[config.mk]
export PLATFORM = sky130hd
export DESIGN_NAME = cpx_pkt_serializer
export DESIGN_NICKNAME = d
export VERILOG_FILES = /design/src/rtl/cpx_host_pkg.sv /design/src/rtl/cpx_pkt_serializer_fifo.sv /design/src/rtl/cpx_pkt_serializer.sv
export SDC_FILE = /design/constraint.sdc
export NUM_CORES = 1
export LEC_CHECK = 0
export ABC_AREA = 0
export CORE_UTILIZATION = 45
export DETAILED_ROUTE_END_ITERATION = 10
export GPL_TIMING_DRIVEN = 0
export HOLD_SLACK_MARGIN = 0.08
export PLACE_DENSITY = 0.68
export SETUP_SLACK_MARGIN = 0.05
export SKIP_LAST_GASP = 1
export SYNTH_ARGS = -nofsm -noshare
export SYNTH_HDL_FRONTEND = slang
export SYNTH_HIERARCHICAL = 1
export SYNTH_SLANG_ARGS = --single-unit
[constraint.sdc]
create_clock -name clk -period 6 [get_ports clk]
set_clock_uncertainty 0.05 [all_clocks]
set_input_delay 1.2 -clock clk [delete_from_list [all_inputs] [get_ports clk]]
set_output_delay 1.2 -clock clk [all_outputs]
set_load 0.05 [all_outputs]
[src/rtl/cpx_host_pkg.sv]
// Shared constants for the CPX-to-host path: word/chunk widths and the
// header/padding values that frame each packet on the host stream.
package cpx_host_pkg;

   localparam int CPX_WORD_W = 32;
   localparam int CHUNK_W    = 64;

   localparam logic [31:0] CPX_HDR_FIRST = 32'h0000_0018;
   localparam logic [31:0] CPX_HDR_MID   = 32'h0000_0010;
   localparam logic [31:0] CPX_HDR_PAD   = 32'h0000_0000;
   localparam logic [31:0] CPX_PAD_WORD  = 32'h0BAD_0BAD;

endpackage

[src/rtl/cpx_pkt_serializer_fifo.sv]
// Generic DEPTH x WIDTH synchronous FIFO with occupancy count and a
// combinational head read port. Push while full and pop while empty are
// ignored. DEPTH must be a power of two so the pointers wrap naturally.
module pkt_fifo #(
   parameter int DEPTH = 4,
   parameter int WIDTH = 32
) (
   input  logic                     clk,
   input  logic                     rst,
   input  logic                     push,
   input  logic                     pop,
   input  logic [WIDTH-1:0]         din,
   output logic [WIDTH-1:0]         head,
   output logic [$clog2(DEPTH):0]   count,
   output logic                     full,
   output logic                     empty
);

   localparam int AW = $clog2(DEPTH);
   localparam int CW = AW + 1;

   logic [WIDTH-1:0] mem [DEPTH];
   logic [AW-1:0]    wr_ptr;
   logic [AW-1:0]    rd_ptr;
   logic             push_ok;
   logic             pop_ok;

   assign full    = (count == CW'(DEPTH));
   assign empty   = (count == '0);
   assign push_ok = push & ~full;
   assign pop_ok  = pop & ~empty;
   assign head    = mem[rd_ptr];

   // Pointer and occupancy bookkeeping; simultaneous push/pop keeps count.
   always_ff @(posedge clk) begin
      if (rst) begin
         wr_ptr <= '0;
         rd_ptr <= '0;
         count  <= '0;
      end else begin
         if (push_ok) wr_ptr <= wr_ptr + AW'(1);
         if (pop_ok)  rd_ptr <= rd_ptr + AW'(1);
         case ({push_ok, pop_ok})
            2'b10:   count <= count + CW'(1);
            2'b01:   count <= count - CW'(1);
            default: count <= count;
         endcase
      end
   end

   // Storage array is data only, so it carries no reset.
   always_ff @(posedge clk) begin
      if (push_ok) mem[wr_ptr] <= din;
   end

endmodule

[src/rtl/cpx_pkt_serializer.sv]
// CPX-to-host serializer: buffers whole CPX packets and emits each one as a
// fixed-length frame of 64-bit {header, payload} chunks, one per chunk_read.
module cpx_pkt_serializer
   import cpx_host_pkg::*;
#(
   parameter int          PKT_WORDS    = 5,
   parameter int          FIFO_DEPTH   = 4,
   parameter int          FRAME_CHUNKS = 8,
   parameter logic [31:0] HDR_FIRST    = CPX_HDR_FIRST,
   parameter logic [31:0] HDR_MID      = CPX_HDR_MID,
   parameter logic [31:0] HDR_PAD      = CPX_HDR_PAD,
   parameter logic [31:0] PAD_WORD     = CPX_PAD_WORD
) (
   input  logic                              clk,
   input  logic                              rst,
   input  logic                              pkt_valid,
   output logic                              pkt_ready,
   input  logic [CPX_WORD_W*PKT_WORDS-1:0]   pkt_data,
   input  logic                              chunk_read,
   output logic [CHUNK_W-1:0]                chunk,
   output logic                              chunk_empty,
   output logic                              pkt_sent,
   output logic [$clog2(FIFO_DEPTH):0]       fifo_count,
   output logic [15:0]                       frames_sent
);

   localparam int PKT_W = CPX_WORD_W * PKT_WORDS;
   localparam int IDX_W = (FRAME_CHUNKS > 1) ? $clog2(FRAME_CHUNKS) : 1;
   localparam logic [IDX_W-1:0] IDX_LAST = IDX_W'(FRAME_CHUNKS - 1);

   logic [PKT_W-1:0]      head;
   logic                  fifo_full;
   logic [IDX_W-1:0]      idx;
   logic                  advance;
   logic                  frame_done;
   logic [31:0]           hdr;
   logic [31:0]           word;

   // Ready depends only on registered occupancy, never on chunk_read.
   assign pkt_ready  = ~fifo_full;
   assign advance    = chunk_read & ~chunk_empty;
   assign frame_done = advance & (idx == IDX_LAST);

   pkt_fifo #(
      .DEPTH (FIFO_DEPTH),
      .WIDTH (PKT_W)
   ) u_fifo (
      .clk   (clk),
      .rst   (rst),
      .push  (pkt_valid),
      .pop   (frame_done),
      .din   (pkt_data),
      .head  (head),
      .count (fifo_count),
      .full  (fifo_full),
      .empty (chunk_empty)
   );

   // Chunk index within the current frame; wraps when the frame completes.
   always_ff @(posedge clk) begin
      if (rst) begin
         idx <= '0;
      end else if (advance) begin
         idx <= frame_done ? '0 : idx + IDX_W'(1);
      end
   end

   // Frame-complete pulse and wrapping frame counter.
   always_ff @(posedge clk) begin
      if (rst) begin
         pkt_sent    <= 1'b0;
         frames_sent <= '0;
      end else begin
         pkt_sent <= frame_done;
         if (frame_done) frames_sent <= frames_sent + 16'd1;
      end
   end

   // Chunk mux: payload word of the head packet, or padding past the packet
   // and whenever nothing is buffered.
   always_comb begin
      hdr  = HDR_PAD;
      word = PAD_WORD;
      if (!chunk_empty) begin
         for (int k = 0; k < PKT_WORDS; k++) begin
            if (int'(idx) == k) begin
               hdr  = (k == 0) ? HDR_FIRST : HDR_MID;
               word = head[PKT_W-1-CPX_WORD_W*k -: CPX_WORD_W];
            end
         end
      end
      chunk = {hdr, word};
   end

endmodule

Yosys cells after proc, flatten, opt, wreduce, memory -nomap -nowiden
Memory sizes are Yosys's and may differ from the RTL's. A register that Yosys moved wholly into a read port is not among the register bits.
Index checks and enable logic that the tools add are counted.

operators by class
  bitwise logic cells = 6
  reductions and logical operators = 3
  $add $sub $neg = 6
  eq/ne operators = 8
  multiplexer cells = 18

operator list
  cell                                               count
  two-way mux 32 bit                                 11
  adder 16 x 1 -> 16 bit (second input constant)     1
  == test 3 bit (second input constant)              5
  adder 3 x 1 -> 3 bit (second input constant)       2
  logical NOT 3 bit                                  2
  one-hot mux 3 bit (2 select lines)                 1
  two-way mux 5 bit                                  1
  adder 2 x 1 -> 2 bit (second input constant)       2
  bitwise AND 1 bit                                  4
  two-way mux 2 bit                                  2
  == test 3 x 2 -> 1 bit (second input constant)     1
  two-way mux 3 bit                                  1
  subtractor 3 x 1 -> 3 bit (second input constant)  1
  == test 2 x 1 -> 1 bit (second input constant)     1
  == test 2 bit (second input constant)              1
  two-way mux 1 bit                                  2
  NOT 1 bit                                          2
  nonzero test 2 bit                                 1

storage, ports and cells
  memory bits (writable) = 640
  bits in registers = 27
  memories = 1
  word-level logic and storage cells = 48
  bits of input ports = 164

memory list
  memory      depth  bits a word  read ports  clocked after Yosys merged registers in  wr ports  RTL line                       text
  u_fifo.mem  4      160          1           1                                        1         cpx_pkt_serializer_fifo.sv:22  logic [WIDTH-1:0] mem [DEPTH];

Logic depth before layout (Yosys ltp)
  depth after elaboration = 7
  depth in mapped cells = 12
  depth with buffers taken out = 12

Cells and area by module
The synthesis kept the hierarchy.

by module, submodules not included
  module              instances  sequential area each (um^2)  cells each  area an instance (um^2)
  pkt_fifo            1          19398.6                      890         23533.8
  cpx_pkt_serializer  1          400.4                        409         2763.9

Least setup slack after synthesis
No wires, ideal clock.

  path kind = input -> register
  from = input port pkt_valid
  to = memory u_fifo/mem[2][0] (netlist bit), enable pin
  cell stages on the path = 3
  arrival time = 5.186 ns
  setup slack = 0.225 ns
  library setup time = 0.539 ns
  data required time = 5.411 ns
  buffers on the path = 0
  cells stage by stage = inv_1 > nor2_1 > and2_1

between the ends
  longest elaborated chain between the ends = 3

RTL lines
  what                                     RTL line                       text
  start: declaration                       cpx_pkt_serializer.sv:16       input logic pkt_valid,
  bitwise AND 1 bit                        cpx_pkt_serializer_fifo.sv:30  assign push_ok = push & ~full;
  two-way mux 1 bit                        cpx_pkt_serializer_fifo.sv:53  if (push_ok) mem[wr_ptr] <= din;
  two-way mux 1 bit (implied by the code)  cpx_pkt_serializer_fifo.sv:53
  end: declaration                         cpx_pkt_serializer_fifo.sv:22

Every way passes these cells.

Final worst setup path
  from = register idx[2]
  to = output port chunk[23]

between the ends
  longest elaborated chain between the ends = 7

RTL lines
  what                             RTL line                  text
  start: declaration               cpx_pkt_serializer.sv:33  logic [IDX_W-1:0] idx;
  start signal: assignment         cpx_pkt_serializer.sv:64  idx <= frame_done ? '0 : idx + IDX_W'(1);
  logical NOT 3 bit                cpx_pkt_serializer.sv:86  if (int'(idx) == k) begin
  two-way mux 32 bit (4 in a row)  cpx_pkt_serializer.sv:86
  two-way mux 32 bit (*)           cpx_pkt_serializer.sv:86
  two-way mux 32 bit (*)           cpx_pkt_serializer.sv:84  if (!chunk_empty) begin
  end: declaration                 cpx_pkt_serializer.sv:20  output logic [CHUNK_W-1:0] chunk,

Every way passes the cells marked *; elsewhere a longest branch is shown, timed or not.

==> impl_metrics.tcl <==
set metrics [dict create \
    grt_pass1_wl_um 91800 \
    htree_num_levels 3 \
    drtIter0Drc 1346 \
    ys.flop_type "edfxtp_1" \
    hold_violations 0 \
    crit_path_start_kind "flip-flop" \
    fin_nets 1807 \
    grt_util_met2 0.346 \
    reg2reg_depth 12 \
    io_buffer_count 219 \
    p_total_w 0.0106 \
    syn_inst 1299 \
    wl_per_cell_um 26.1 \
    fmax_mhz 176 \
    synth-edff-count 640 \
    yosysWarnings 6 \
    outcome "complete, no violations" \
    cts-resized-gates 0 \
    async_reset_ff_frac 0 \
    ys_seq_area_frac 0.753 \
    rsz0062_at_grt "no" \
    synth_top_area_frac 0.731 \
    vias 13900 \
    dieArea_um2 59400 \
    critPathKind "reg2out" \
    syn_to_final_growth_pct 22.0 \
    drc 0 \
    r2r_end "u_fifo/count[2]" \
    busiest_layer "met2" \
    synth-seq-cells 669 \
    tns_ns 0 \
    drive_gt1_frac 0.214 \
    core-area_um2 57700 \
    min_to "frames_sent[14]" \
    synth.area.top_cells "edfxtp_1 (73%), mux4_2 (14%), dfxtp_1 (2.2%)" \
    clk_path_buf_depth 3 \
    yosys.area.top_type "edfxtp_1" \
    finalCriticalPeriod_ns 5.69 \
    required_ns 4.75 \
    cts.sinks 669 \
    use_met1 0.293 \
    syn_area_um2 26300 \
    first_pass_iters 6 \
    tritoncts "built" \
    ant_nets 0 \
    clock_latency_ns 0.60 \
    crit_arrival_ns 4.44 \
    grt_pass1_vias 13800 \
    min_delay_path_depth 2 \
    path_max_fanout 10 \
    setup_slack_ns 0.310 \
    fin_crit_sh 0.948 \
    detailedPlacementHpwl_um 43900 \
    wirelength_um 63900 \
    regArea_um2 19800 \
    worstMarginPinSlew_ns 1.00 \
    num_rows 88 \
    cts_made_buffers 69 \
    setup_violations 0 \
    gp_congestion 0.837 \
    multiInputGateArea_um2 5910 \
    slew_viol_final 0 \
    cts_hold_buf 0 \
    final_util 0.556 \
    synth_most_common_cell "edfxtp_1" \
    use_met3 0.0551 \
    die_w_um 244 \
    end_kind "output port" \
    fp.dieH_um 244 \
    worst_slew_margin_rel 0.332 \
    fill_cells 4407 \
    hp-start "frames_sent[14]" \
    reg2reg_from "idx[0]" \
    r2r_slack_ns 3.18 \
    avgSynthCellArea_um2 20.2 \
    pre_cts_ws_ns 1.03 \
    hold_ws_ns 0.466 \
    grt_start_max_net_pins 57 \
    max-cap-violations 0 \
    overflow 0 \
    synth_cell_types 53 \
    cts-root-buf "clkbuf_16" \
    start_util 0.456 \
    post_drt_via_cell_ratio 5.66 \
    io-pin-count 250 \
    clk_pin_slew_worst_paths_ns 0.06 \
    post-cts-setup-buffers 0 \
    synth_common_cells "edfxtp_1 (640), mux4_2 (160), a21oi_1 (39), o21ai_0 (39), nor2_1 (38)" \
    hold_class "reg2reg" \
    p_leak_nw 10.3 \
    grt_usage 0.216 \
    ir_drop_mv 0.201 \
    grt_antenna_before_repair 9 \
    power.density_nw_per_um2 329 \
]
-- flip-flops by register name (all words and copies together) (netlist names), named ones only --
name,cells
pkt_sent,1
u_fifo/rd_ptr,2
u_fifo/count,3
idx,3
frames_sent,16
u_fifo/wr_ptr,2
u_fifo/mem,640
-- where the power goes --
part / leakage [nW] / total [W] / switching (W) / internal [W]
clock: 1.10 / 0.00415 / 0.00172 / 0.00243
sequential: 6.11 / 0.00535 / 0.0000396 / 0.00531
combinational: 3.06 / 0.00105 / 0.000675 / 0.000378
-- cell usage in the layout, fill, tap and decap left out, drive strengths merged, types with 2 or more instances in the layout --
cell type      netlist  final
buf                 71     83
a221o               13     13
nor2b               10     10
bufinv               0      4
nor3                 4      4
diode                0      2
nand4                3      3
ha                  12     12
edfxtp             640    640
dfxtp               29     29
nor4                 2      2
or3                  8      8
o22a                 4      4
and2                 5      5
nand3b               2      2
clkdlybuf4s50        0    219
clkinv               0     21
nand2b              21     21
a211o               12     12
xnor2                4      4
a21oi               39     39
xor2                 7      7
nor2                38     38
conb                 1     30
a31o                 4      4
a31oi                2      2
inv                 17     22
a221oi              18     18
and3                 3      3
o21ai               43     43
nor3b                2      2
mux4               160    160
o22ai               14     14
nand3               34     34
mux2                 3      3
nand2               25     25
clkbuf              36    130
-- area by class of cell --
type                            count  share of cell area
Antenna cell                        2            0.000156
Inverter                           17             0.00199
Buffer                            107              0.0199
Clock buffer                       94              0.0599
Clock inverter                     30             0.00858
Sequential cell                   669               0.617
Tap cell                          765              0.0298
Multi-Input combinational cell    535               0.184
Timing Repair Buffer              231              0.0781
-- routing by layer --
| layer | wire (um) | vias up | part of all wire |
|---|---|---|---|
| met4 | 1590 | 14 | 0.025 |
| met1 | 25700 | 7155 | 0.40 |
| met3 | 5360 | 104 | 0.084 |
| met2 | 31100 | 601 | 0.49 |
| li1 | - | 5986 | - |
| met5 | 92 | - | 0.0014 |
-- logic make-up (layout without fill, tap and decap cells) --
family | after synthesis | in the layout | synth area share
DFF | 669 | 669 | 0.753
muxes | 164 | 164 | 0.139
and+or+nand+nor | 161 | 161 | 0.0322
AOI/OAI and AO/OA | 156 | 156 | 0.0392
buffers and inverters | 124 | 479 | 0.0267
adders and majority gates | 13 | 13 | 0.00647
xor gates and xnor gates | 11 | 11 | 0.00366
other | 1 | 32 | 0.000143
-- through the flow --
stage | area, um2 | instances
floorplan | 26400 | 1328
detailed placement | 29900 | 2324
global route | 32100 | 2448
global placement | 29600 | 2312
finish | 32100 | 2450
CTS | 32100 | 2448
-- worst max path at each step --
stage,endpoint,start,slack [ns],depth (start not counted)
finish,chunk[23],idx[2],0.31,9
global route,chunk[10],idx[2],0.15,9
CTS,chunk[10],idx[2],0.36,9
detailed placement,chunk[18],idx[1],1.03,9
global placement,u_fifo/mem[0][119],pkt_valid,-3.44,4
floorplan,u_fifo/mem[2][0],pkt_valid,0.23,3
-- critical path: stages, from the launching register on --
cell	delay, ns
dfxtp_1	0.34
buf_2	0.18
inv_1	0.07
clkbuf_1	0.30
ha_1	0.32
buf_2	0.18
a21oi_1	0.78
clkbuf_1	0.51
a211o_1	0.30
clkdlybuf4s50_1	0.84
(Power assumes the default switching activity.)
==> RTL change 1: new RTL, same flow settings <==
The parameter `FIFO_DEPTH` goes from 4 to 8.
--- a/src/rtl/cpx_pkt_serializer.sv
+++ b/src/rtl/cpx_pkt_serializer.sv
@@ -6,3 +6,3 @@
    parameter int          PKT_WORDS    = 5,
-   parameter int          FIFO_DEPTH   = 4,
+   parameter int          FIFO_DEPTH   = 8,
    parameter int          FRAME_CHUNKS = 8,
Ports: changed (resized fifo_count); port bits go from 250 to 251. No check against the original RTL was run, so the function may have changed too.
==> RTL change 1 against the unedited design <==
- the flow now finishes with violations (negative setup slack)
- clock power grew 84%
- synthesized area is 100% higher
- core utilization fell by 1.2 points
- sequential share of layout area grew 0.79 points
- hold slack worse by 9.4 ps
- power grew 82%
- setup slack got worse by 330 ps
- wire length is 110% higher
- synthesized cell count grew 80%
- design area rose by 95%
- global-route usage up 0.76 points
- sequential cell count rose by 644
- register-to-register slack got worse by 780 ps
- critical path type unchanged
- largest cell class unchanged
- highest routed layer unchanged
==> RTL change 1: results (changes against the unedited design) <==
- CTS buffer count: 133 (was 69)
- HPWL after detailed placement: 88500 um (was 43900 um)
* Number of different library cells in the post-synthesis netlist: 59 (was 53)
* Met1 global-route usage: 29.4% (was 29.3%)
- Post-synth EDFFs: 1280 (was 640)
- Net switching fraction of the power: 22.0% (was 23.1%)
* Total via count in the routed design: 25700 (was 13900)
- The start point of the worst min-delay path was u_fifo/wr_ptr[0]$_SDFFE_PP0P_ (was frames_sent[14]$_SDFFE_PP0P_).
- Met3 track utilization from global routing: 8.00% (was 5.51%)
* Nets: 2969 (was 1807)
* Clock latency at the later pin of the worst-skew pair: 730 ps (was 600 ps)
- The final setup slack of the worst path was -16.7 ps (was 310 ps).
- Routed length on met1: 51000 um (was 25700 um)
- The checks that failed: negative setup slack.
- The first-pass GRT wire length was 185000 um (was 91800 um).
- Fin Setup TNS: -16.7 ps (was 0 ps)
* Rel. slew slack: 33.9% (was 33.2%)
- The startpoint of the worst register-to-register path is u_fifo/count[1]$_SDFFE_PP0P_ (was idx[0]$_SDFFE_PP0P_).
- Hold worst-path end: u_fifo/wr_ptr[0]$_SDFFE_PP0P_ (was frames_sent[14]$_SDFFE_PP0P_)
- H-tree depth: 4 (was 3)
- The final setup violation count came to 1 (was 0).
* Maximum ir drop on the vdd rail: 0.000280 V (was 0.000201 V)
- The leakage power figure came to 19.9 nW (was 10.3 nW).
* Maximum number of pins on one net before global-route repair: 25 (was 57)
* Cell with the biggest individual delay on the critical path: sky130_fd_sc_hd__o21ai_1 (was sky130_fd_sc_hd__clkdlybuf4s50_1)
- Met2 Track Usage GR: 35.3% (was 34.6%)
- R2R Setup Slk: 2400 ps (was 3180 ps)
- The proportion of power drawn by flip-flops and latches came to 53.4% (was 50.7%).
- The proportion of layout cells with a drive suffix above 1 was 22.1% (was 21.4%).
- The post-synthesis cell count was 2334 (was 1299).
- Top Registers: u_fifo/mem: 1280 flops, frames_sent: 16 flops, u_fifo/count: 4 flops (was u_fifo/mem: 640 flops, frames_sent: 16 flops)
* Run status: complete, but fails checks (was finished, final reports clean)
* Detailed-router iteration count before antenna repair: 7 (was 6)
- Pre-CTS setup slack: -77.8 ps (was 1030 ps)
- Leading post-synthesis cells by cell area: sky130_fd_sc_hd__edfxtp_1, sky130_fd_sc_hd__mux4_1, sky130_fd_sc_hd__mux4_2 (was sky130_fd_sc_hd__edfxtp_1, sky130_fd_sc_hd__mux4_2, sky130_fd_sc_hd__dfxtp_1).
- Endpoint of the worst-slack reg-to-reg timing path: u_fifo/mem[3][80]$_DFFE_PP_ (was u_fifo/count[2]$_SDFFE_PP0P_)
- Routed wire length: 132000 um (was 63900 um)
RTL change 1: cell types whose count changed after synthesis, sizes merged, moves of 5 or more:
cell / delta
nand2: +5
clkbuf: +33
buf: +23
mux2: +161
inv: -7
mux4: +160
edfxtp: +640
nor2: +8
RTL change 1: logic make-up (layout without fill, tap and decap cells):
family / Yosys count / in the layout / share of synthesized area [%]
compound gates: 157 / 157 / 1.99
xor+xnor: 14 / 14 / 0.234
fa+ha+maj: 12 / 12 / 0.286
buf+inv: 173 / 700 / 2.25
flops: 1313 / 1313 / 74.5
mux: 486 / 486 / 19.0
other cells: 1 / 35 / 0.00715
simple gates: 178 / 178 / 1.76
RTL change 1: layout make-up:
type                            count  area (um^2)
Buffer                            163         1180
Fill cell                        8496        52400
Clock buffer                      172         3540
Timing Repair Buffer              295         3900
Tap cell                         1512         1890
Inverter                           10         37.5
Antenna cell                        5         12.5
Clock inverter                     60          440
Sequential cell                  1313        39100
Multi-Input combinational cell    877        12500
RTL change 1: repair_timing:
item / 4_1_cts / 5_1_grt
gates resized for setup: 32 / 22
hold buffers: 0 / 0
endpoints found under the setup margin: 32 / 24
RTL change 1: how the worst max path moves through the flow:
stage / from / end / slack (ps) / depth (start not counted)
2_1_floorplan: pkt_valid / u_fifo/mem[2][0]$_DFFE_PP_ / -320 / 3
3_3_place_gp: pkt_valid / u_fifo/mem[4][137]$_DFFE_PP_ / -5760 / 4
3_5_place_dp: register / chunk[19] / -80 / 8
4_1_cts: register / chunk[17] / -160 / 9
5_1_grt: idx[1]$_SDFFE_PP0P_ / chunk[24] / 20 / 9
6_report: idx[1]$_SDFFE_PP0P_ / chunk[23] / -20 / 9
==> RTL change 2: new RTL, same settings <==
Made on the original files. Register the output `fifo_count`, with the module's reset; this adds one clock of latency there. The other outputs are not delayed to match.
--- a/src/rtl/cpx_pkt_serializer.sv
+++ b/src/rtl/cpx_pkt_serializer.sv
@@ -30,2 +30,4 @@
 
+   logic [$clog2(FIFO_DEPTH):0] fifo_count_d;
+
    logic [PKT_W-1:0]      head;
@@ -53,3 +55,3 @@
       .head  (head),
-      .count (fifo_count),
+      .count (fifo_count_d),
       .full  (fifo_full),
@@ -94,2 +96,10 @@
 
+   always_ff @(posedge clk) begin
+      if (rst) begin
+         fifo_count <= '0;
+      end else begin
+         fifo_count <= fifo_count_d;
+      end
+   end
+
 endmodule
Formal check against the unedited RTL: not equivalent (Yosys sat finds a counterexample within 4 cycles, from zero or initial values and one cycle with rst high).
==> RTL change 2 against the unedited design <==
- highest routed layer unchanged
- design area down 0.17%
- setup slack worse by 300 ps
- synthesized area down 0.21%
- sequential cell count up 3
- via count down 1.7%
- critical endpoint is now chunk[8]
- power down 0.44%
- first-iteration DRC count down 21%
- wire length down 4.2%
==> RTL change 2: results (changes against the unedited design) <==
- Port bufs: 218 (was 219)
* HPWL after detailed placement: 41700 um (was 43900 um)
- Met3 routed wirelength: 4780 um (was 5360 um)
- Maximum ir drop on the vdd rail: 0.000200 V (was 0.000201 V)
- The worst reg-to-reg setup slack was 3040 ps (was 3180 ps).
- The first-pass GRT wire length is 89300 um (was 91800 um).
* Critical hold path startpoint: u_fifo/rd_ptr[1]$_SDFFE_PP0P_ (was frames_sent[14]$_SDFFE_PP0P_)
- Overall global routing resource usage: 20.8% (was 21.6%)
* Placed Area: 29800 um^2 (was 29900 um^2)
- Max frequency: 0.167 GHz (was 0.176 GHz)
- Leading post-synthesis cells by cell area: sky130_fd_sc_hd__edfxtp_1, sky130_fd_sc_hd__mux4_2, sky130_fd_sc_hd__dfxtp_1 (unchanged)
- Standby leakage power: 10.4 nW (was 10.3 nW)
- The capture point of the worst path is chunk[8] (was chunk[23]).
- The post-detailed-route via-to-cell ratio came to 5.55 (was 5.66).
* Rel. slew slack: 42.2% (was 33.2%)
* Placed Cells incl. Taps: 2333 (was 2324)
- Detailed-router iteration count before antenna repair: 5 (was 6)
- The total power after layout was 10.5 mW (was 10.6 mW).
* Run status: finished, final reports clean (unchanged)
- The largest stage delay on the critical path is 870 ps (was 840 ps).
* Routed wire length: 61200 um (was 63900 um)
* Ratio of cells with drive above 1 in the final layout: 20.0% (was 21.4%)
* Pre-CTS setup slack: 702 ps (was 1030 ps)
- Number of different library cells in the post-synthesis netlist: 46 (was 53)
- The routing usage on met1 was 28.1% (was 29.3%).
- The proportion of power drawn by flip-flops and latches came to 51.1% (was 50.7%).
- Clock power share: 39.2% (was 39.3%)
- The total power divided by cell area came to 328 nW/um^2 (was 329 nW/um^2).
* Antenna violations before repair: 15 (was 9)
- The critical path arrival is 4740 ps (was 4440 ps).
- The met2 routing resource usage after global routing came to 33.7% (was 34.6%).
* Average wire per standard cell: 24.9 um (was 26.1 um)
* Nets: 1816 (was 1807)
- Synthesized area divided by synthesized cell count: 20.0 um^2 (was 20.2 um^2)
- The final weighted congestion in routability-driven placement was 0.761 (was 0.837).
-- RTL change 2: cell count changes after synthesis, moves of 4 or more --
| cell | unedited run | this run |
|---|---|---|
| sky130_fd_sc_hd__buf_2 | 28 | 21 |
| sky130_fd_sc_hd__a211o_1 | 12 | 0 |
| sky130_fd_sc_hd__nor2_1 | 38 | 43 |
| sky130_fd_sc_hd__a21oi_1 | 39 | 46 |
| sky130_fd_sc_hd__nand2_1 | 25 | 39 |
| sky130_fd_sc_hd__a211oi_1 | 1 | 17 |
| sky130_fd_sc_hd__o22a_1 | 4 | 0 |
| sky130_fd_sc_hd__nand3_1 | 34 | 23 |
| sky130_fd_sc_hd__o21ai_1 | 4 | 0 |
| sky130_fd_sc_hd__nor2b_1 | 10 | 5 |
| sky130_fd_sc_hd__o21ai_0 | 39 | 24 |
| sky130_fd_sc_hd__inv_1 | 17 | 48 |
-- RTL change 2: final cells by class --
class | count | share of cell area [%]
antenna | 4 | 0.0313
clock buffer | 90 | 5.86
buffer | 103 | 1.90
timing repair buffer | 230 | 7.85
inverter | 48 | 0.563
multi-input combinational | 515 | 17.9
sequential | 672 | 62.0
clock inverter | 31 | 0.906
tap | 765 | 2.99
-- RTL change 2: cells by family (layout without fill, tap and decap cells) --
| family | after synthesis | after routing | synth area share, % |
|---|---|---|---|
| other | 1 | 34 | 0.0143 |
| buffers and inverters | 151 | 502 | 3.00 |
| adders and majority gates | 13 | 13 | 0.648 |
| xor gates and xnor gates | 11 | 11 | 0.367 |
| AOI/OAI and AO/OA | 137 | 137 | 3.41 |
| and+or+nand+nor | 162 | 162 | 3.07 |
| muxes | 162 | 162 | 13.8 |
| DFF | 672 | 672 | 75.7 |
